`src/rtl/iomem_bus_ctrl_if.sv`:
```
// Bundles the PicoSoC iomem port and the peripheral slot bus into one interface.
// The controller connects through the slave modport; the environment uses master.
interface iomem_bus_ctrl_if #(
    parameter int NUM_SLOTS = 4
);
    logic                    iomem_valid;
    logic                    iomem_ready;
    logic [3:0]              iomem_wstrb;
    logic [31:0]             iomem_addr;
    logic [31:0]             iomem_wdata;
    logic [31:0]             iomem_rdata;

    logic [NUM_SLOTS-1:0]    slot_valid;
    logic [NUM_SLOTS-1:0]    slot_ready;
    logic [3:0]              slot_wstrb;
    logic [23:0]             slot_addr;
    logic [31:0]             slot_wdata;
    logic [32*NUM_SLOTS-1:0] slot_rdata;

    modport master (
        output iomem_valid, iomem_wstrb, iomem_addr, iomem_wdata,
        output slot_ready, slot_rdata,
        input  iomem_ready, iomem_rdata,
        input  slot_valid, slot_wstrb, slot_addr, slot_wdata
    );

    modport slave (
        input  iomem_valid, iomem_wstrb, iomem_addr, iomem_wdata,
        input  slot_ready, slot_rdata,
        output iomem_ready, iomem_rdata,
        output slot_valid, slot_wstrb, slot_addr, slot_wdata
    );
endinterface

```
`src/rtl/iomem_bus_ctrl.sv`:
```
// Routes PicoSoC iomem requests to one of NUM_SLOTS peripheral slots selected by addr[31:24],
// answering unmapped or unresponsive accesses with ERR_DATA instead of stalling the CPU.
module iomem_bus_ctrl #(
    parameter int          NUM_SLOTS      = 4,
    parameter logic [7:0]  BASE_SLOT      = 8'h03,
    parameter int          TIMEOUT_CYCLES = 255,
    parameter logic [31:0] ERR_DATA       = 32'hDEADBEEF
) (
    input  logic             clk,
    input  logic             resetn,
    iomem_bus_ctrl_if.slave  bus,
    output logic             bus_err,
    output logic [7:0]       err_count
);

    typedef enum logic [1:0] {
        IDLE   = 2'd0,
        ACCESS = 2'd1,
        RESP   = 2'd2
    } state_t;

    localparam logic [7:0]  NUM_SLOTS_B  = 8'(NUM_SLOTS);
    localparam logic [15:0] TIMEOUT_LAST = 16'(TIMEOUT_CYCLES - 1);

    state_t                 state_q, state_d;
    logic [15:0]            timer_q, timer_d;
    logic                   iomem_ready_q, iomem_ready_d;
    logic [31:0]            iomem_rdata_q, iomem_rdata_d;
    logic [NUM_SLOTS-1:0]   slot_valid_q, slot_valid_d;
    logic [3:0]             slot_wstrb_q, slot_wstrb_d;
    logic [23:0]            slot_addr_q, slot_addr_d;
    logic [31:0]            slot_wdata_q, slot_wdata_d;
    logic                   bus_err_q, bus_err_d;
    logic [7:0]             err_count_q, err_count_d;

    logic [7:0]             idx;
    logic                   sel_ready;
    logic [31:0]            sel_rdata;

    // The one-hot slot_valid register doubles as the slot select, so non-selected
    // ready bits and read data are masked out here.
    always_comb begin
        sel_ready = 1'b0;
        sel_rdata = 32'h0;
        for (int i = 0; i < NUM_SLOTS; i++) begin
            if (slot_valid_q[i]) begin
                sel_ready = sel_ready | bus.slot_ready[i];
                sel_rdata = sel_rdata | bus.slot_rdata[32*i +: 32];
            end
        end
    end

    assign idx = bus.iomem_addr[31:24] - BASE_SLOT;

    always_comb begin
        state_d       = state_q;
        timer_d       = timer_q;
        iomem_ready_d = 1'b0;
        iomem_rdata_d = iomem_rdata_q;
        slot_valid_d  = slot_valid_q;
        slot_wstrb_d  = slot_wstrb_q;
        slot_addr_d   = slot_addr_q;
        slot_wdata_d  = slot_wdata_q;
        bus_err_d     = 1'b0;

        case (state_q)
            IDLE: begin
                if (bus.iomem_valid) begin
                    slot_wstrb_d = bus.iomem_wstrb;
                    slot_addr_d  = bus.iomem_addr[23:0];
                    slot_wdata_d = bus.iomem_wdata;
                    if (idx < NUM_SLOTS_B) begin
                        state_d = ACCESS;
                        timer_d = 16'h0;
                        for (int i = 0; i < NUM_SLOTS; i++) begin
                            slot_valid_d[i] = (idx == 8'(i));
                        end
                    end else begin
                        state_d       = RESP;
                        iomem_ready_d = 1'b1;
                        iomem_rdata_d = ERR_DATA;
                        bus_err_d     = 1'b1;
                    end
                end
            end

            // A ready on the final timeout cycle is checked first so it completes normally.
            ACCESS: begin
                if (sel_ready) begin
                    state_d       = RESP;
                    iomem_ready_d = 1'b1;
                    iomem_rdata_d = sel_rdata;
                    slot_valid_d  = '0;
                end else if (timer_q == TIMEOUT_LAST) begin
                    state_d       = RESP;
                    iomem_ready_d = 1'b1;
                    iomem_rdata_d = ERR_DATA;
                    slot_valid_d  = '0;
                    bus_err_d     = 1'b1;
                end else begin
                    timer_d = timer_q + 16'd1;
                end
            end

            RESP: begin
                state_d = IDLE;
            end

            default: begin
                state_d      = IDLE;
                slot_valid_d = '0;
            end
        endcase

        err_count_d = err_count_q;
        if (bus_err_d && (err_count_q != 8'hFF)) begin
            err_count_d = err_count_q + 8'd1;
        end
    end

    always_ff @(posedge clk) begin
        if (!resetn) begin
            state_q       <= IDLE;
            timer_q       <= 16'h0;
            iomem_ready_q <= 1'b0;
            iomem_rdata_q <= 32'h0;
            slot_valid_q  <= '0;
            slot_wstrb_q  <= 4'h0;
            slot_addr_q   <= 24'h0;
            slot_wdata_q  <= 32'h0;
            bus_err_q     <= 1'b0;
            err_count_q   <= 8'h0;
        end else begin
            state_q       <= state_d;
            timer_q       <= timer_d;
            iomem_ready_q <= iomem_ready_d;
            iomem_rdata_q <= iomem_rdata_d;
            slot_valid_q  <= slot_valid_d;
            slot_wstrb_q  <= slot_wstrb_d;
            slot_addr_q   <= slot_addr_d;
            slot_wdata_q  <= slot_wdata_d;
            bus_err_q     <= bus_err_d;
            err_count_q   <= err_count_d;
        end
    end

    assign bus.iomem_ready = iomem_ready_q;
    assign bus.iomem_rdata = iomem_rdata_q;
    assign bus.slot_valid  = slot_valid_q;
    assign bus.slot_wstrb  = slot_wstrb_q;
    assign bus.slot_addr   = slot_addr_q;
    assign bus.slot_wdata  = slot_wdata_q;
    assign bus_err         = bus_err_q;
    assign err_count       = err_count_q;

endmodule

```
`src/flat_wrapper.sv`:
```
// flat-port wrapper written by rule: the top's interface ports become plain ports
module iomem_bus_ctrl_flat 
#(
    parameter int          NUM_SLOTS      = 4,
    parameter logic [7:0]  BASE_SLOT      = 8'h03,
    parameter int          TIMEOUT_CYCLES = 255,
    parameter logic [31:0] ERR_DATA       = 32'hDEADBEEF
)
  (clk, resetn, bus_err, err_count, bus_iomem_valid, bus_iomem_wstrb, bus_iomem_addr, bus_iomem_wdata, bus_slot_ready, bus_slot_rdata, bus_iomem_ready, bus_iomem_rdata, bus_slot_valid, bus_slot_wstrb, bus_slot_addr, bus_slot_wdata);
  iomem_bus_ctrl_if #(.NUM_SLOTS(NUM_SLOTS)) bus_i ();
  input  logic clk;
  input  logic resetn;
  output logic bus_err;
  output logic [7:0] err_count;
  input wire logic [$bits(bus_i.iomem_valid)-1:0] bus_iomem_valid;
  input wire logic [$bits(bus_i.iomem_wstrb)-1:0] bus_iomem_wstrb;
  input wire logic [$bits(bus_i.iomem_addr)-1:0] bus_iomem_addr;
  input wire logic [$bits(bus_i.iomem_wdata)-1:0] bus_iomem_wdata;
  input wire logic [$bits(bus_i.slot_ready)-1:0] bus_slot_ready;
  input wire logic [$bits(bus_i.slot_rdata)-1:0] bus_slot_rdata;
  output wire logic [$bits(bus_i.iomem_ready)-1:0] bus_iomem_ready;
  output wire logic [$bits(bus_i.iomem_rdata)-1:0] bus_iomem_rdata;
  output wire logic [$bits(bus_i.slot_valid)-1:0] bus_slot_valid;
  output wire logic [$bits(bus_i.slot_wstrb)-1:0] bus_slot_wstrb;
  output wire logic [$bits(bus_i.slot_addr)-1:0] bus_slot_addr;
  output wire logic [$bits(bus_i.slot_wdata)-1:0] bus_slot_wdata;
  assign bus_i.iomem_valid = bus_iomem_valid;
  assign bus_i.iomem_wstrb = bus_iomem_wstrb;
  assign bus_i.iomem_addr = bus_iomem_addr;
  assign bus_i.iomem_wdata = bus_iomem_wdata;
  assign bus_i.slot_ready = bus_slot_ready;
  assign bus_i.slot_rdata = bus_slot_rdata;
  assign bus_iomem_ready = bus_i.iomem_ready;
  assign bus_iomem_rdata = bus_i.iomem_rdata;
  assign bus_slot_valid = bus_i.slot_valid;
  assign bus_slot_wstrb = bus_i.slot_wstrb;
  assign bus_slot_addr = bus_i.slot_addr;
  assign bus_slot_wdata = bus_i.slot_wdata;
  iomem_bus_ctrl #(.NUM_SLOTS(NUM_SLOTS), .BASE_SLOT(BASE_SLOT), .TIMEOUT_CYCLES(TIMEOUT_CYCLES), .ERR_DATA(ERR_DATA)) u_core (.clk(clk), .resetn(resetn), .bus(bus_i), .bus_err(bus_err), .err_count(err_count));
endmodule
```
`config.mk`:
```
export PLATFORM = sky130hd
export DESIGN_NAME = iomem_bus_ctrl_flat
export DESIGN_NICKNAME = d
export VERILOG_FILES = /design/src/rtl/iomem_bus_ctrl_if.sv /design/src/rtl/iomem_bus_ctrl.sv /design/src/flat_wrapper.sv
export SDC_FILE = /design/constraint.sdc
export NUM_CORES = 1
export LEC_CHECK = 0
export CAP_MARGIN = 30
export CORE_ASPECT_RATIO = 2
export CORE_UTILIZATION = 34
export CTS_CLUSTER_SIZE = 14
export DETAILED_ROUTE_END_ITERATION = 7
export HOLD_SLACK_MARGIN = 0.08
export PLACE_DENSITY = 0.74
export SYNTH_ARGS = -nofsm -noshare
export SYNTH_HDL_FRONTEND = slang
export SYNTH_SLANG_ARGS = --single-unit
export TNS_END_PERCENT = 20
```
`constraint.sdc`:
```
create_clock -name clk -period 5.2 [get_ports clk]
set_input_delay 1.04 -clock clk [delete_from_list [all_inputs] [get_ports clk]]
set_output_delay 1.04 -clock clk [all_outputs]
set_load 0.01 [all_outputs]
```
==> reports/metrics.csv, run 1 <==
metric,value,unit
drt drc,0,
clock slew seen by the registers of the worst setup and hold paths,50,ps
NumNets Final,1131,
syn_nets,848,
area of the multi-input gates,2690,sq um
status,"complete, no violations",
Critical Path Start,bus_iomem_addr[24],
CP required,5550,ps
FMAX,303,MHz
Core ar.,15700,sq um
Root Buffer,clkbuf_16,
first-pass GRT wire length,29500,um
"Area growth, synth to finish",68.8,%
Max VDD drop,154,uV
Reg area,2480,sq um
initial antenna violation count,0,
Sink Count,124,
Final min period,3300,ps
Worst Path Max Fanout,17,
Synth Area in Compound Gates,0.269,
Resized Gates After CTS,0,
xor/xnor share of the synthesized area,0.00322,
Synth area leader,dfxtp_1,
synthesized flop and latch total,124,
Static Leak,3.33,nW
share of cells above drive strength 1,0.0906,
reg2reg start,u_core.bus.slot_valid[0],
initial core utilization,0.346,
Ant. Diodes,0,
placed wire-length estimate,13700,um
DR iter-0 viols,220,
Comb power frac,0.153,
# IOs,309,
final setup TNS,0,ps
vias per cell,5.18,
Cells after DPL,1107,
Mean Syn Cell Area,8.46,sq um
Rows,65,
Cell Int Power,1.94,mW
Final Hold Fails,0,
Port Buffers,308,
Clock Skew,6.19,ps
final setup vio count,0,
min-delay worst type,reg -> reg,
final RePlAce weighted congestion,0.793,
Inserted Clock Buffers,17,
CP Data Arrival Time,3660,ps
vias in the first global route,5881,
top-area cell type share of the netlist area,0.457,
largest family of logic cells by synthesized area,compound AO/OA/AOI/OAI gates,
Setup crit end kind,register,
Die W,91.4,um
setup bufs post-CTS,0,
DR pass1 iterations,5,
Bufs on Longest Clock Path,2,
"Slew Viols, Final",0,
CTS H-tree depth,4,
# hold bufs at CTS,0,
sequential area share after synthesis,0.457,
Ys Warns,0,
simple-gate share of the synthesized area,0.206,
worst-margin pin slew,705,ps
Max Cap Viol,0,
Final Cycle Share,0.636,
Syn Inst Count,642,
min-delay src,u_core.bus.slot_addr[9],
startpoint type of the worst setup path,primary input,
largest net degree at the start of global routing,61,
vias,5898,
post-synthesis adder-cell area fraction,0.00691,
GR Overflow Total,0,
top post-synthesis cells by area,"dfxtp_1 (46%), nand2_1 (12%), a21oi_1 (7.4%), a22oi_1 (6.9%), o221a_2 (5.0%)",
Routed wire per std cell,16.2,um
net switching power,0.585,mW
fin cells,1139,
Switching Fraction,0.232,
critical path type,in -> reg,
Clk network pwr share,0.442,
PwrDens,275,nW/um^2
multiplexer share of the synthesized area,0.00921,
remaining antenna violation count,0,
WL final,18500,um
GRT Util Overall,0.228,
Clock Latency Late Sink,410,ps
fillcell total,1387,
Die Y,181,um
final core occ,0.584,
Slew headroom,0.529,
Reg power frac,0.405,
CTS tree,done,
Mapped Area,5430,sq um
Die ar.,16500,sq um
RSZ-0062 raised after global routing,false,
synth unique cells,53,
metrics by stage:
step | cell area [sq um] | hold slack (ps) | setup WS (ps) | power [mW]
after floorplan | 5430 | 452 | 2690 | 1.16
after CTS | 9170 | 453 | 1880 | 2.56
after global routing | 9170 | 472 | 1690 | 2.63
after detailed placement | 8610 | 446 | 1450 | 1.43
after global placement | 8590 | 441 | 1520 | 1.43
final | 9170 | 452 | 1900 | 2.52
logic make-up (layout without fill, tap and decap cells):
logic type | count (synthesis) | in the layout
buf+inv | 59 | 355
compound gates | 207 | 207
simple gates | 242 | 242
fa+ha+maj | 3 | 3
flops | 124 | 124
mux | 5 | 5
xor+xnor | 2 | 2
Yosys cell counts, drive strengths merged:
master / number
a21boi: 1
clkinv: 1
nand3b: 2
and3: 2
xnor2: 2
dfxtp: 124
and4: 1
o31ai: 9
a22o: 8
o41ai: 1
a41o: 1
or4: 10
ha: 3
and3b: 1
nand2: 172
inv: 3
o21a: 1
nand4b: 1
nand2b: 2
a21oi: 80
or3b: 2
or4b: 1
mux2i: 5
nor2: 9
or2: 1
or3: 11
o22ai: 1
o22a: 1
o32ai: 8
a22oi: 51
nand4: 7
nor4: 5
o221a: 24
nand3: 8
a221oi: 8
nor3b: 1
o211ai: 3
and2b: 1
o21ai: 10
clkbuf: 48
buf: 7
nor3: 4
and2: 1
worst max-delay path, cell delays in order:
cell and delay (ps):
clkdlybuf4s50_1 480, and3b_2 250, o211ai_1 470, a21oi_1 250
nor3_4 610, buf_4 340, o221a_2 210
cells in the final DEF, fill, tap and decap left out, types with 5 or more instances in the layout:
cell | Yosys | routed
or3_1 | 8 | 8
a22oi_1 | 50 | 50
or4_1 | 9 | 9
o31ai_1 | 9 | 9
dfxtp_1 | 124 | 124
clkbuf_16 | 0 | 17
o21ai_0 | 9 | 9
a21oi_1 | 80 | 80
nand4_1 | 7 | 7
o32ai_1 | 8 | 8
clkinv_2 | 0 | 7
nand2_1 | 172 | 171
a22o_1 | 8 | 8
mux2i_1 | 5 | 5
a221oi_1 | 8 | 8
buf_4 | 0 | 10
clkdlybuf4s50_1 | 0 | 307
o221a_2 | 24 | 24
nand3_1 | 8 | 8
nor2_1 | 9 | 9
final cells by class:
type	count	area share
timing repair buffer	319	0.346
multi-input combinational	459	0.294
sequential	124	0.271
clock buffer	19	0.0472
tap	201	0.0274
clock inverter	13	0.0138
inverter	4	0.00164
power by group through the flow:
stage          clock (mW)  sequential, mW  combinational (mW)
6_report             1.12            1.02               0.386
5_1_grt              1.19            1.03               0.414
4_1_cts              1.15            1.02               0.389
3_5_place_dp            0            1.04               0.388
3_3_place_gp            0            1.04               0.385
2_1_floorplan           0            1.06               0.100
registers in the layout, summed over array words and instances (netlist names):
register / count
u_core.state_q: 2
u_core.bus.slot_addr: 24
u_core.bus.slot_valid: 4
u_core.bus.slot_wdata: 32
u_core.bus.iomem_ready: 1
u_core.err_count: 8
u_core.timer_q: 16
u_core.bus_err: 1
u_core.bus.iomem_rdata: 32
u_core.bus.slot_wstrb: 4
layer usage:
layer	routed length [um]	share of wire	up-vias	GRT usage
li1	-	-	2915	-
met3	1170	0.063	27	0.0581
met4	457	0.025	0	0.0933
met1	6660	0.36	2691	0.225
met2	10200	0.55	265	0.438
met5	0	0	-	0
worst paths after layout:
path,endpoint,slack (ps),cells past startpoint
max,u_core.bus.iomem_rdata[6],1900,7
max reg2reg,u_core.bus.iomem_rdata[6],2390,7
min reg2reg,u_core.bus.slot_addr[9],450,2
min,u_core.bus.slot_addr[9],450,2
Note: power is estimated with default switching activity, not from simulation.
==> run 2, diff against run 1 <==
PLACE_DENSITY = 0.77   (was 0.74)
clock period = 2.8 ns   (was 5.2 ns; I/O delays follow)
==> run 2 against run 1 <==
Non-clock buffer count grew 9. Wire length fell by 1.9%. First-iteration DRC count is 5.5% higher. Hold slack about the same. Die area did not move. Cell area is 1.1% higher. Critical path depth fell by 2. Sequential share of layout area decreased by 0.31 points. Flip-flop and latch count stayed put. Clock skew up 6.4 ps. Combinational power is 87% higher. Utilization rose by 0.67 points. Largest cell class unchanged.
==> reports/metrics.csv, run 2 (synthesis gave the netlist of run 1 again) <==
metric,value,unit,change
first-pass GRT wire length,28700,um,"was 29,500 um"
# hold bufs at CTS,0,,unchanged
Max VDD drop,336,uV,was 154 uV
DR pass1 iterations,5,,unchanged
CP max stage cell,or4_1,,was nor3_4
clock slew seen by the registers of the worst setup and hold paths,60,ps,was 50 ps
drt drc,0,,unchanged
setup bufs post-CTS,0,,unchanged
Worst Path Max Fanout,16,,was 17
vias in the first global route,5910,,"was 5,881"
Static Leak,3.38,nW,was 3.33 nW
share of cells above drive strength 1,0.0994,,was 0.0906
status,"complete, no violations",,unchanged
CP required,3130,ps,was 5550 ps
"Cell Chain, Critical Path",or3_2 > nor4_4 > a22oi_2 > or4_1 > a21oi_1,,was clkdlybuf4s50_1 > and3b_2 > o211ai_1 > a21oi_1 > nor3_4 > buf_4 > o221a_2
DP Area,8690,sq um,was 8610 sq um
most frequent cells in the layout,"clkdlybuf4s50_1 (307), nand2_1 (171), dfxtp_1 (124)",,unchanged
worst-margin pin slew,664,ps,was 705 ps
placed wire-length estimate,13500,um,"was 13,700 um"
Max Cap Viol,0,,unchanged
RSZ-0062 raised after global routing,false,,unchanged
met3 Usage GRT,0.0484,,was 0.0581
WL final,18100,um,"was 18,500 um"
met1 usage in global routing,0.213,,was 0.225
Resized Gates After CTS,0,,unchanged
Die Y,181,um,unchanged
Clock Skew,12.6,ps,was 6.19 ps
NumNets Final,1140,,"was 1,131"
Final min period,2410,ps,
initial core utilization,0.346,,unchanged
startpoint type of the worst setup path,register,,was primary input
Setup crit end kind,register,,unchanged
Die ar.,16500,sq um,unchanged
Sink Count,124,,unchanged
cell family with most CP delay,simple AND/OR/NAND/NOR gates,,was compound AO/OA/AOI/OAI gates
"Area growth, synth to finish",70.7,%,was 68.8%
Final Hold Fails,0,,unchanged
Bufs on Longest Clock Path,2,,unchanged
FMAX,414,MHz,
initial antenna violation count,2,,was 0
critical path type,reg -> reg,,was in -> reg
Cells after DPL,1116,,"was 1,107"
crit-path max cell delay,560,ps,was 610 ps
GRT Util Overall,0.219,,was 0.228
reg2reg start,u_core.timer_q[8],,was u_core.bus.slot_valid[0]
final core occ,0.591,,was 0.584
Clock Latency Late Sink,410,ps,about the same
final setup vio count,0,,unchanged
Die W,91.4,um,unchanged
Rows,65,,unchanged
Inserted Clock Buffers,17,,unchanged
Port Buffers,308,,unchanged
Final Cycle Share,0.862,,
CTS H-tree depth,4,,unchanged
min-delay src,u_core.bus.slot_addr[8],,was u_core.bus.slot_addr[9]
GR Util met2,0.426,,was 0.438
CTS tree,done,,unchanged
PwrDens,509,nW/um^2,was 275 nW/um^2
fin cells,1149,,"was 1,139"
final setup TNS,0,ps,unchanged
"most common cell after layout, fill and taps aside",clkdlybuf4s50_1,,unchanged
Final Cell Area,9270,sq um,was 9170 sq um
min-delay worst type,reg -> reg,,unchanged
remaining antenna violation count,0,,unchanged
final RePlAce weighted congestion,0.788,,was 0.793
Slew headroom,0.557,,was 0.529
worst hold margin,451,ps,was 452 ps
GR Overflow Total,0,,unchanged
CP Data Arrival Time,2750,ps,was 3660 ps
vias,5960,,"was 5,898"
largest net degree at the start of global routing,70,,was 61
Core ar.,15700,sq um,unchanged
vias per cell,5.19,,was 5.18
Routed wire per std cell,15.8,um,was 16.2 um
DR iter-0 viols,232,,was 220
Critical Path Start,u_core.timer_q[8],,was bus_iomem_addr[24]
"Slew Viols, Final",0,,unchanged
Root Buffer,clkbuf_16,,unchanged
# IOs,309,,unchanged
busiest grt layer,met2,,unchanged
CP bufs+invs,0,,was 2
run 2: changes by cell type in the layout (fill, tap and decap cells not counted), sizes merged:
| cell | delta |
|---|---|
| buf | +9 |
| inv | +2 |
| clkbuf | -1 |
| diode | +2 |
| clkinv | -2 |
run 2: cell type report:
cell class	count	area (sq um)
multi-input combinational	459	2690
sequential	124	2480
clock buffer	18	429
inverter	4	15.0
timing repair buffer	328	3250
fill	1367	6420
antenna	2	5.00
tap	201	251
clock inverter	13	145
run 2: through the flow:
stage	worst slack [ps]	power (mW)
after detailed placement	34.8	2.66
after floorplan	721	2.16
after global placement	83.5	2.65
final	386	4.72
after global routing	207	4.93
after CTS	350	4.80
run 2: worst register-to-register path: stages (launching register included):
cell and delay, ps:
dfxtp_1 350, or3_2 530, nor4_4 450, a22oi_2 300, or4_1 560, a21oi_1 150
run 2: worst paths after layout:
| kind | end | slack (ps) | cells after the start |
|---|---|---|---|
| max | u_core.err_count[7] | 390 | 5 |
| min | u_core.bus.slot_addr[8] | 450 | 2 |
| max reg2reg | u_core.err_count[7] | 390 | 5 |
| min reg2reg | u_core.bus.slot_addr[8] | 450 | 2 |
run 2: metal layers:
layer	routed length, um	part of all wire
met5	0	0
met4	515	0.028
met3	994	0.055
met2	10000	0.55
met1	6620	0.37
run 2: power breakdown:
part / switching [mW] / internal, mW / leakage (nW)
Combinational: 0.259 / 0.462 / 2.09
Sequential: 0.0460 / 1.85 / 1.02
Clock: 0.794 / 1.31 / 0.273
Total: 1.10 / 3.62 / 3.38
==> run 3, diff against run 2 <==
CAP_MARGIN = not set   (was 30)
GPL_TIMING_DRIVEN = 0   (was not set)
==> run 3 against run 2 <==
Worst setup slack got worse by 120 ps. Sequential share of layout area decreased by 0.33 points. Cell count is 2.9% higher. Sequential power about the same. Combinational power increased by 3%. Count of clock-buffer cells in the layout up 2. Wire length rose by 11%. Hold slack worse by 0.94 ps. Global-route usage rose by 2.9 points. Largest power group unchanged. Clock power is 11% higher. Flip-flop and latch count did not move. Die area is the same. Critical path type is now in -> reg.
==> reports/metrics.csv, run 3 (synthesis gave the netlist of run 1 again) <==
metric,value,unit,change
status,"complete, no violations",,unchanged
clock slew seen by the registers of the worst setup and hold paths,60,ps,about the same
CTS tree,done,,unchanged
Static Leak,3.40,nW,was 3.38 nW
"most common cell after layout, fill and taps aside",clkdlybuf4s50_1,,unchanged
drt drc,0,,unchanged
startpoint type of the worst setup path,primary input,,was register
Final Hold Fails,0,,unchanged
Inserted Clock Buffers,17,,unchanged
fillcell total,1413,,"was 1,367"
cell family with most CP delay,buffers and inverters,,was simple AND/OR/NAND/NOR gates
final setup vio count,0,,unchanged
CP bufs+invs,2,,was 0
GRT Util Overall,0.248,,was 0.219
Die ar.,16500,sq um,unchanged
critical path type,in -> reg,,was reg -> reg
PwrDens,529,nW/um^2,was 509 nW/um^2
pre-CTS setup slack,-305,ps,was 34.8 ps
CTS H-tree depth,4,,unchanged
most frequent cells in the layout,"clkdlybuf4s50_1 (307), nand2_1 (172), dfxtp_1 (124)",,"was clkdlybuf4s50_1 (307), nand2_1 (171), dfxtp_1 (124)"
final RePlAce weighted congestion,0.834,,was 0.788
Bufs on Longest Clock Path,2,,unchanged
FMAX,394,MHz,was 414 MHz
"Area growth, synth to finish",72.8,%,was 70.7%
Worst Path Max Fanout,10,,was 16
crit-path max cell delay,550,ps,was 560 ps
Routed wire per std cell,17.0,um,was 15.8 um
# IOs,309,,unchanged
Final Cell Area,9390,sq um,was 9270 sq um
GR Overflow Total,0,,unchanged
Root Buffer,clkbuf_16,,unchanged
first-pass GRT wire length,31600,um,"was 28,700 um"
Rows,65,,unchanged
DR iter-0 viols,220,,was 232
CP required,3160,ps,was 3130 ps
Final min period,2540,ps,was 2410 ps
largest net degree at the start of global routing,17,,was 70
Die W,91.4,um,unchanged
Sink Count,124,,unchanged
Max VDD drop,385,uV,was 336 uV
Routed met1 length,6760,um,was 6620 um
"Slew Viols, Final",0,,unchanged
final setup TNS,0,ps,unchanged
RSZ-0062 raised after global routing,false,,unchanged
initial antenna violation count,0,,was 2
initial core utilization,0.346,,unchanged
vias,6141,,"was 5,960"
NumNets Final,1175,,"was 1,140"
final core occ,0.598,,was 0.591
min-delay worst type,reg -> reg,,unchanged
setup slack after layout,264,ps,was 386 ps
Port Buffers,307,,was 308
worst-margin pin slew,675,ps,was 664 ps
"Cell Chain, Critical Path",clkdlybuf4s50_1 > and3b_2 > o211ai_1 > a21oi_1 > nor3_2 > buf_2 > o221a_2,,was or3_2 > nor4_4 > a22oi_2 > or4_1 > a21oi_1
Die Y,181,um,unchanged
Final Cycle Share,0.906,,was 0.862
WL final,20100,um,"was 18,100 um"
vias per cell,5.20,,was 5.19
Ant. Diodes,0,,was 2
remaining antenna violation count,0,,unchanged
routed wl met3,1170,um,was 994 um
Core ar.,15700,sq um,unchanged
highest routed layer,met4,,unchanged
Clock Latency Late Sink,420,ps,was 410 ps
worst reg-to-reg setup slack,320,ps,was 390 ps
vias in the first global route,6109,,"was 5,910"
share of cells above drive strength 1,0.0836,,was 0.0994
Max Cap Viol,0,,unchanged
worst hold margin,451,ps,about the same
CP max stage cell,clkdlybuf4s50_1,,was or4_1
DR pass1 iterations,5,,unchanged
Setup crit end kind,register,,unchanged
CP Data Arrival Time,2900,ps,was 2750 ps
Cells after DPL,1150,,"was 1,116"
placed wire-length estimate,15900,um,"was 13,500 um"
Clock Skew,8.63,ps,was 12.6 ps
DP Area,8760,sq um,was 8690 sq um
"Power, Total",4.96,mW,was 4.72 mW
Slew headroom,0.550,,was 0.557
met2 routed WL,11700,um,was 10000 um
fin cells,1182,,"was 1,149"
[run 3: changes by cell type in the layout (fill, tap and decap cells not counted), moves of 5 or more]
cell / before / now
buf_2: 1 / 6
buf_4: 18 / 1
clkbuf_1: 1 / 46
clkbuf_8: 0 / 5
[run 3: final timing paths]
kind / from / end / depth (start not counted)
worst min register to register: u_core.bus.slot_addr[5] / u_core.bus.slot_addr[5] / 2
worst min-delay path: u_core.bus.slot_addr[5] / u_core.bus.slot_addr[5] / 2
worst max-delay path: bus_iomem_addr[26] / u_core.bus.iomem_rdata[21] / 7
worst max register to register: u_core.timer_q[12] / u_core.bus.iomem_rdata[21] / 6
[run 3: what timing repair did]
item	4_1_cts	5_1_grt
gates resized for setup	0	0
setup buffers	0	1
hold buffers	0	0
setup endpoints to repair	0	16
[run 3: area by class of cell]
type,count,area [sq um],area share
timing repair buffer,308,3080,0.328
multi-input combinational,459,2680,0.286
sequential,124,2480,0.264
clock buffer,20,457,0.0486
buffer,55,251,0.0268
tap,201,251,0.0268
clock inverter,11,168,0.0179
inverter,4,15.0,0.00160
[run 3: tightest hold or removal path: cells and delay by family (launching register included)]
| kind | cells | cell delay, ps |
|---|---|---|
| and+or+nand+nor | 1 | 50 |
| AOI/OAI and AO/OA | 1 | 50 |
| DFF | 1 | 300 |
[run 3: power by group]
group / internal, mW / switching, mW
Clock: 1.53 / 0.799
Combinational: 0.466 / 0.274
Sequential: 1.85 / 0.0461
[run 3: metal layers]
metal	up-vias	track usage
met3	31	0.0589
li1	3003	-
met4	0	0.0984
met5	-	0
met1	2841	0.226
met2	266	0.503
